**config.mk**
```make
export PLATFORM = sky130hd
export DESIGN_NAME = gfx_raster_sched_flat
export DESIGN_NICKNAME = d
export VERILOG_FILES = /design/src/rtl/gfx_raster_sched_pkg.sv /design/src/rtl/gfx_raster_sched_if.sv /design/src/rtl/gfx_raster_sched_arb.sv /design/src/rtl/gfx_raster_sched.sv /design/src/flat_wrapper.sv
export SDC_FILE = /design/constraint.sdc
export NUM_CORES = 1
export LEC_CHECK = 0
export ABC_AREA = 1
export BUFFER_PORTS_ARGS = -buffer_cell sky130_fd_sc_hd__buf_2
export CAP_MARGIN = 25
export CELL_PAD_IN_SITES_DETAIL_PLACEMENT = 2
export CELL_PAD_IN_SITES_GLOBAL_PLACEMENT = 2
export CORE_AREA = 2 2 235 237
export CTS_CLUSTER_DIAMETER = 200
export DETAILED_ROUTE_END_ITERATION = 10
export DIE_AREA = 0 0 237 239
export PLACE_DENSITY = 0.78
export SLEW_MARGIN = 10
export SYNTH_ARGS = -nofsm -noshare
export SYNTH_HDL_FRONTEND = slang
export SYNTH_HIERARCHICAL = 1
export SYNTH_SLANG_ARGS = --single-unit
```
**constraint.sdc**
```tcl
create_clock -name clk_i -period 5.15 [get_ports clk_i]
set_input_delay 0.7725 -clock clk_i [delete_from_list [all_inputs] [get_ports clk_i]]
set_output_delay 0.7725 -clock clk_i [all_outputs]
set_load 0.02 [all_outputs]
```
**src/rtl/gfx_raster_sched_pkg.sv**
```systemverilog
`default_nettype none
// ============================================================================
// Module      : gfx_raster_sched_pkg
// Description : Shared types and constants for the raster command scheduler.
// Revision    : 1.0 - initial release
// ============================================================================
package gfx_raster_sched_pkg;

    localparam int C_NUM_REQ     = 2;
    localparam int C_NUM_COORD   = 6;
    localparam int C_COORD_W_DEF = 32;

    typedef enum logic [2:0] {
        OP_POINT = 3'd0,
        OP_LINE  = 3'd1,
        OP_RECT  = 3'd2,
        OP_TRI   = 3'd3
    } op_e;

    typedef enum logic [2:0] {
        ST_IDLE  = 3'd0,
        ST_SETUP = 3'd1,
        ST_ISSUE = 3'd2,
        ST_WAIT  = 3'd3,
        ST_GAP   = 3'd4
    } state_e;

    typedef logic signed [C_COORD_W_DEF-1:0] coord_t;

    // Encodings 4-7 are reserved; only the low four are real primitives.
    function automatic logic op_is_valid(input logic [2:0] op);
        return ~op[2];
    endfunction

endpackage : gfx_raster_sched_pkg
`default_nettype wire

```
**src/rtl/gfx_raster_sched_if.sv**
```systemverilog
`default_nettype none
// ============================================================================
// Module      : gfx_raster_sched_if
// Description : Requester-side command bus (valid/ready, opcode, coords, done).
// Revision    : 1.0 - initial release
// ============================================================================
interface gfx_raster_sched_if #(
    parameter int CW = 32
);
    import gfx_raster_sched_pkg::*;

    logic [C_NUM_REQ-1:0]                            req_valid;
    logic [C_NUM_REQ-1:0]                            req_ready;
    logic [C_NUM_REQ-1:0][2:0]                       req_op;
    logic [C_NUM_REQ-1:0][C_NUM_COORD-1:0][CW-1:0]   req_coord;
    logic [C_NUM_REQ-1:0]                            done;
    logic                                            err;

    modport master (
        output req_valid, req_op, req_coord,
        input  req_ready, done, err
    );

    modport slave (
        input  req_valid, req_op, req_coord,
        output req_ready, done, err
    );

endinterface : gfx_raster_sched_if
`default_nettype wire

```
**src/rtl/gfx_raster_sched_arb.sv**
```systemverilog
`default_nettype none
// ============================================================================
// Module      : gfx_rr_arbiter2
// Description : Two-way round-robin arbiter, combinational grant, registered pointer.
// Revision    : 1.0 - initial release
// ============================================================================
module gfx_rr_arbiter2 (
    input  wire logic       clk_i,
    input  wire logic       rst_i,
    input  wire logic       en_i,
    input  wire logic [1:0] req_i,
    output logic      [1:0] gnt_o,
    output logic            gnt_idx_o,
    output logic            gnt_valid_o
);

    // ptr_q names the port that wins a tie; 0 after reset.
    logic ptr_q;
    logic ptr_d;

    always_comb begin
        gnt_o     = 2'b00;
        gnt_idx_o = 1'b0;
        if (en_i) begin
            case (req_i)
                2'b01:   begin gnt_o = 2'b01; gnt_idx_o = 1'b0; end
                2'b10:   begin gnt_o = 2'b10; gnt_idx_o = 1'b1; end
                2'b11:   begin
                    gnt_idx_o = ptr_q;
                    gnt_o     = ptr_q ? 2'b10 : 2'b01;
                end
                default: begin gnt_o = 2'b00; gnt_idx_o = 1'b0; end
            endcase
        end
        gnt_valid_o = |gnt_o;
        ptr_d       = gnt_valid_o ? ~gnt_idx_o : ptr_q;
    end

    always_ff @(posedge clk_i) begin
        if (rst_i) begin
            ptr_q <= 1'b0;
        end else begin
            ptr_q <= ptr_d;
        end
    end

endmodule : gfx_rr_arbiter2
`default_nettype wire

```
**src/rtl/gfx_raster_sched.sv**
```systemverilog
`default_nettype none
// ============================================================================
// Module      : gfx_raster_sched
// Description : Arbitrates two command requesters onto the rasterizer strobes.
// Revision    : 1.0 - initial release
// ============================================================================
module gfx_raster_sched
    import gfx_raster_sched_pkg::*;
#(
    parameter int POINT_WIDTH    = 16,
    parameter int SUBPIXEL_WIDTH = 16,
    parameter int TIMEOUT_WIDTH  = 20
) (
    input  wire logic                                      clk_i,
    input  wire logic                                      rst_i,
    gfx_raster_sched_if.slave                              req_if,
    output logic                                           busy_o,
    output logic                                           point_write_o,
    output logic                                           rect_write_o,
    output logic                                           line_write_o,
    output logic                                           triangle_write_o,
    output logic signed [POINT_WIDTH+SUBPIXEL_WIDTH-1:0]   dest_pixel0_x_o,
    output logic signed [POINT_WIDTH+SUBPIXEL_WIDTH-1:0]   dest_pixel0_y_o,
    output logic signed [POINT_WIDTH+SUBPIXEL_WIDTH-1:0]   dest_pixel1_x_o,
    output logic signed [POINT_WIDTH+SUBPIXEL_WIDTH-1:0]   dest_pixel1_y_o,
    output logic signed [POINT_WIDTH+SUBPIXEL_WIDTH-1:0]   dest_pixel2_x_o,
    output logic signed [POINT_WIDTH+SUBPIXEL_WIDTH-1:0]   dest_pixel2_y_o,
    input  wire logic                                      raster_ack_i,
    output logic                                           timeout_o,
    input  wire logic                                      clr_timeout_i
);

    localparam int                       CW       = POINT_WIDTH + SUBPIXEL_WIDTH;
    localparam logic [TIMEOUT_WIDTH-1:0] C_WD_MAX = '1;

    state_e                              state_q, state_d;
    logic [2:0]                          op_q, op_d;
    logic                                owner_q, owner_d;
    logic                                inv_q, inv_d;
    logic [C_NUM_COORD-1:0][CW-1:0]      coord_q, coord_d;
    logic [TIMEOUT_WIDTH-1:0]            wd_q, wd_d;
    logic                                tout_q, tout_d;

    logic [1:0]                          w_gnt;
    logic                                w_gnt_idx;
    logic                                w_gnt_valid;
    logic [2:0]                          w_sel_op;
    logic [1:0]                          w_owner_oh;

    // Requester inputs are only looked at while idle and out of reset.
    gfx_rr_arbiter2 u_arb (
        .clk_i       (clk_i),
        .rst_i       (rst_i),
        .en_i        ((state_q == ST_IDLE) && !rst_i),
        .req_i       (req_if.req_valid),
        .gnt_o       (w_gnt),
        .gnt_idx_o   (w_gnt_idx),
        .gnt_valid_o (w_gnt_valid)
    );

    assign w_sel_op   = req_if.req_op[w_gnt_idx];
    assign w_owner_oh = owner_q ? 2'b10 : 2'b01;

    // ---------------------------------------------------------------- state
    always_ff @(posedge clk_i) begin
        if (rst_i) begin
            state_q <= ST_IDLE;
        end else begin
            state_q <= state_d;
        end
    end

    // ----------------------------------------------------------- next state
    always_comb begin
        state_d = state_q;
        case (state_q)
            ST_IDLE:  if (w_gnt_valid) state_d = op_is_valid(w_sel_op) ? ST_SETUP : ST_GAP;
            ST_SETUP: state_d = ST_ISSUE;
            ST_ISSUE: state_d = ST_WAIT;
            ST_WAIT:  if (raster_ack_i) state_d = ST_GAP;
            ST_GAP:   state_d = ST_IDLE;
            default:  state_d = ST_IDLE;
        endcase
    end

    // -------------------------------------------------------------- outputs
    always_comb begin
        req_if.req_ready = w_gnt;
        req_if.done      = 2'b00;
        req_if.err       = 1'b0;
        point_write_o    = 1'b0;
        line_write_o     = 1'b0;
        rect_write_o     = 1'b0;
        triangle_write_o = 1'b0;
        busy_o           = (state_q != ST_IDLE);
        if (!rst_i) begin
            if (state_q == ST_ISSUE) begin
                case (op_q)
                    OP_POINT: point_write_o    = 1'b1;
                    OP_LINE:  line_write_o     = 1'b1;
                    OP_RECT:  rect_write_o     = 1'b1;
                    OP_TRI:   triangle_write_o = 1'b1;
                    default:  point_write_o    = 1'b0;
                endcase
            end
            if ((state_q == ST_WAIT) && raster_ack_i) begin
                req_if.done = w_owner_oh;
            end
            // Rejected ops report through the GAP cycle, never having issued.
            if ((state_q == ST_GAP) && inv_q) begin
                req_if.done = w_owner_oh;
                req_if.err  = 1'b1;
            end
        end
    end

    // ------------------------------------------------------------- datapath
    always_comb begin
        op_d    = op_q;
        owner_d = owner_q;
        inv_d   = inv_q;
        coord_d = coord_q;
        wd_d    = wd_q;
        if (w_gnt_valid) begin
            op_d    = w_sel_op;
            owner_d = w_gnt_idx;
            inv_d   = !op_is_valid(w_sel_op);
            coord_d = req_if.req_coord[w_gnt_idx];
        end
        if (state_q == ST_ISSUE) begin
            wd_d = '0;
        end else if ((state_q == ST_WAIT) && (wd_q != C_WD_MAX)) begin
            wd_d = wd_q + TIMEOUT_WIDTH'(1);
        end
        // Set on the cycle the counter first saturates; that beats a clear.
        if ((wd_d == C_WD_MAX) && (wd_q != C_WD_MAX)) begin
            tout_d = 1'b1;
        end else if (clr_timeout_i) begin
            tout_d = 1'b0;
        end else begin
            tout_d = tout_q;
        end
    end

    always_ff @(posedge clk_i) begin
        if (rst_i) begin
            op_q    <= 3'd0;
            owner_q <= 1'b0;
            inv_q   <= 1'b0;
            coord_q <= '0;
            wd_q    <= '0;
            tout_q  <= 1'b0;
        end else begin
            op_q    <= op_d;
            owner_q <= owner_d;
            inv_q   <= inv_d;
            coord_q <= coord_d;
            wd_q    <= wd_d;
            tout_q  <= tout_d;
        end
    end

    assign dest_pixel0_x_o = coord_q[0];
    assign dest_pixel0_y_o = coord_q[1];
    assign dest_pixel1_x_o = coord_q[2];
    assign dest_pixel1_y_o = coord_q[3];
    assign dest_pixel2_x_o = coord_q[4];
    assign dest_pixel2_y_o = coord_q[5];
    assign timeout_o       = tout_q;

endmodule : gfx_raster_sched
`default_nettype wire

```
**src/flat_wrapper.sv**
```systemverilog
// flat-port wrapper written by rule: the top's interface ports become plain ports
module gfx_raster_sched_flat import gfx_raster_sched_pkg::*;
#(
    parameter int POINT_WIDTH    = 16,
    parameter int SUBPIXEL_WIDTH = 16,
    parameter int TIMEOUT_WIDTH  = 20
)
  (clk_i, rst_i, busy_o, point_write_o, rect_write_o, line_write_o, triangle_write_o, dest_pixel0_x_o, dest_pixel0_y_o, dest_pixel1_x_o, dest_pixel1_y_o, dest_pixel2_x_o, dest_pixel2_y_o, raster_ack_i, timeout_o, clr_timeout_i, req_if_req_valid, req_if_req_op, req_if_req_coord, req_if_req_ready, req_if_done, req_if_err);
  gfx_raster_sched_if #(.CW((32))) req_if_i ();
  input  wire logic clk_i;
  input  wire logic rst_i;
  output logic busy_o;
  output logic point_write_o;
  output logic rect_write_o;
  output logic line_write_o;
  output logic triangle_write_o;
  output logic signed [POINT_WIDTH+SUBPIXEL_WIDTH-1:0] dest_pixel0_x_o;
  output logic signed [POINT_WIDTH+SUBPIXEL_WIDTH-1:0] dest_pixel0_y_o;
  output logic signed [POINT_WIDTH+SUBPIXEL_WIDTH-1:0] dest_pixel1_x_o;
  output logic signed [POINT_WIDTH+SUBPIXEL_WIDTH-1:0] dest_pixel1_y_o;
  output logic signed [POINT_WIDTH+SUBPIXEL_WIDTH-1:0] dest_pixel2_x_o;
  output logic signed [POINT_WIDTH+SUBPIXEL_WIDTH-1:0] dest_pixel2_y_o;
  input  wire logic raster_ack_i;
  output logic timeout_o;
  input  wire logic clr_timeout_i;
  input wire logic [$bits(req_if_i.req_valid)-1:0] req_if_req_valid;
  input wire logic [$bits(req_if_i.req_op)-1:0] req_if_req_op;
  input wire logic [$bits(req_if_i.req_coord)-1:0] req_if_req_coord;
  output wire logic [$bits(req_if_i.req_ready)-1:0] req_if_req_ready;
  output wire logic [$bits(req_if_i.done)-1:0] req_if_done;
  output wire logic [$bits(req_if_i.err)-1:0] req_if_err;
  assign req_if_i.req_valid = req_if_req_valid;
  assign req_if_i.req_op = req_if_req_op;
  assign req_if_i.req_coord = req_if_req_coord;
  assign req_if_req_ready = req_if_i.req_ready;
  assign req_if_done = req_if_i.done;
  assign req_if_err = req_if_i.err;
  gfx_raster_sched #(.POINT_WIDTH(POINT_WIDTH), .SUBPIXEL_WIDTH(SUBPIXEL_WIDTH), .TIMEOUT_WIDTH(TIMEOUT_WIDTH)) u_core (.clk_i(clk_i), .rst_i(rst_i), .req_if(req_if_i), .busy_o(busy_o), .point_write_o(point_write_o), .rect_write_o(rect_write_o), .line_write_o(line_write_o), .triangle_write_o(triangle_write_o), .dest_pixel0_x_o(dest_pixel0_x_o), .dest_pixel0_y_o(dest_pixel0_y_o), .dest_pixel1_x_o(dest_pixel1_x_o), .dest_pixel1_y_o(dest_pixel1_y_o), .dest_pixel2_x_o(dest_pixel2_x_o), .dest_pixel2_y_o(dest_pixel2_y_o), .raster_ack_i(raster_ack_i), .timeout_o(timeout_o), .clr_timeout_i(clr_timeout_i));
endmodule
```
==> results.yml <==
logic_synthesis:
  synth_ff_type: "dfxtp_1"
  synth_area_leaders: "dfxtp_1 45%, a21oi_1 20%, nand2_1 11%, o21ai_0 10%, clkbuf_1 4.0%"
  synth_edf_count: 0
  netlist_area_sq_um: 9767
  yosys_warnings: 6
  synth_nets: 1791
  yosysMostFrequentCell: "a21oi_1"
  async_reset_ff_frac: 0
  synth.distinct_cells: 29
  yosys_register_bits: 221
  syn-mean-instance-area_sq_um: 7.006
  yosysTopAreaCellShare: 0.4530
  yosysTopAreaCell: "dfxtp_1"
  synth_cells: 1394
  synth_common_cells: "391 x a21oi_1, 281 x nand2_1, 221 x dfxtp_1"
  yosysSeqAreaShare: 0.4530
timing:
  fmax_ghz: 0.3290
  post-route-min-period_ns: 3.039
  setup_tns_ns: 0
  worstMarginPinSlew_ns: 1.115
  drv_slew: 0
  setup_slack_ns: 2.111
  rsz0062_at_grt: "no"
  relSlewSlack: 0.2569
  finalClockSkew_ns: 0.01152
  setup_viol: 0
  final-hold-violation-count: 0
  period_share: 0.5901
routing:
  viasPerCell: 4.639
  met3_length_um: 4028
  met1Wirelength_um: 19900
  dr.pass1.iters: 4
  wl_met2_um: 27390
  drtIter0Drc: 378
  finalWirelength_um: 53110
  drc_errors: 0
  wl_per_cell_um: 19.97
  ant_nets: 0
  top_layer_used: "met5"
  via_count: 12335
die:
  dieArea_sq_um: 56640
  row_count: 86
  core_area_sq_um: 54340
  die_h_um: 239
  ios: 599
  die_w_um: 237
  initial_core_util: 0.1797
cells_and_area:
  syn_to_final_growth_pct: 46.54
  drive_gt1_frac: 0.3483
  regArea_sq_um: 4424
  fin_area_sq_um: 14310
  fin_nets: 2317
  multi_input_area_sq_um: 4715
  instances_no_fill: 2659
  nFillCells: 6510
power_and_ir_drop:
  finalPower_mw: 6.824
  p_leak_nw: 7.127
  peakVddDrop_mv: 0.1985
  power.density_nw_per_um2: 476.8
placed_design:
  pre_cts_ws_ns: 1.680
  post_dp_cell_area_sq_um: 13360
  gp_congestion: 0.7978
  buffer_ports.inserted: 598
  dp_hpwl_um: 37860
  dpl.cell_count: 2593
clocking:
  clk_pin_slew_ns: 0.06
  numCtsBuffers: 29
  postCtsSetupBuffers: 0
  cts_root_buffer: "clkbuf_16"
  clk_latency_ns: 0.57
  cts.sinks: 221
  cts_tree: "built"
  h-tree-depth: 1
  cts_resized: 0
  cts_hold_buffers: 0
  ctsLongestPathBuffers: 3
worst_setup_path:
  worstPathArrival_ns: 2.27
  startpoint_type: "flop"
  cp.required_ns: 4.38
  critPathCaptureType: "output pin"
  crit_type: "flop to output pin"
  path_max_fanout: 4
  reg2reg_slack_ns: 2.13
worst_hold_path:
  min_path_type: "input pin to flop"
global_routing:
  grt_usage: 0.1770
  grt_max_degree: 196
  grt_pass1_wl_um: 79310
  grt_pass1_vias: 13498
  overflow: 0
  antenna_found_initial: 33
status:
  outcome: "complete, no violations"
flow_run:
  drv_cap: 0
## final cells by class
class / count / share of cell area
multi-input cells: 1005 / 0.3294
flip-flops and latches: 221 / 0.3091
repair buffers: 609 / 0.2184
well taps: 704 / 0.06154
clock buffers: 43 / 0.05927
inverters: 54 / 0.01504
clock inverters: 6 / 0.004284
diodes: 17 / 0.002972
## worst paths after layout
| kind | startpoint | end | depth (start not counted) |
|---|---|---|---|
| setup / recovery | u_core/state_q[2] | req_if_req_ready[1] | 8 |
| hold / removal | req_if_req_coord[152] | u_core/dest_pixel2_x_o[24] | 3 |
| setup reg to reg | u_core/state_q[2] | u_core/state_q[0] | 13 |
| hold reg to reg | u_core/timeout_o | u_core/timeout_o | 2 |
## power by group
part / leakage (nW) / total (mW) / switching (mW) / internal, mW
logic: 4.85 / 2.49 / 1.73 / 0.756
registers: 1.83 / 2.32 / 0.213 / 2.11
clock network: 0.447 / 2.01 / 0.837 / 1.17
## cells by family after synthesis
kind of cell,count (synthesis),synth area share
and+or+nand+nor,408,0.1719
adders and majority gates,1,0.001281
AOI/OAI and AO/OA,596,0.3076
DFF,221,0.4530
buffers and inverters,168,0.06623
## registers in the layout, indices dropped and copies added, names as in the netlist
signal,flops
u_core/op_q,3
u_core/owner_q,1
u_core/dest_pixel1_x_o,32
u_core/dest_pixel0_y_o,32
u_core/dest_pixel2_x_o,32
u_core/dest_pixel1_y_o,32
u_core/timeout_o,1
u_core/dest_pixel2_y_o,32
u_core/wd_q,20
u_core/dest_pixel0_x_o,32
u_core/state_q,3
u_core/u_arb/ptr_q,1
## worst max-delay path: stages, from the launching register on
cell and delay, ns:
dfxtp_1 0.36, nor2_1 0.17, inv_1 0.08, nor2_1 0.18, inv_1 0.12, nor2_1 0.20
nand2_1 0.22, a21oi_1 0.16, buf_2 0.19
## stage by stage
step                      hold WS (ns)  utilization
after CTS                       0.3972       0.2626
after global routing            0.4214       0.2633
after detailed placement        0.4833       0.2459
after floorplan                 0.4594            -
after global placement          0.4685       0.2459
final                           0.4493       0.2634
## metal layers
layer  global-route usage  up-vias
met5                    0        -
met4              0.06770       18
met3              0.05935      119
met2               0.3245      419
met1               0.1869     5973
li1                     -     5806
## placed cells by master, fill, tap and decap left out, types with 4 or more instances in the layout
master	instances
buf_2	598
a21oi_1	390
nand2_1	280
dfxtp_1	221
o21ai_0	198
nor2_1	57
inv_1	48
nand3_1	40
clkbuf_16	29
diode_2	17
nor3_1	10
clkbuf_1	7
clkbuf_8	7
buf_4	7
nand4_1	4
nand2_2	4
nor2_2	4
buf_12	4
(Power assumes the default switching activity.)
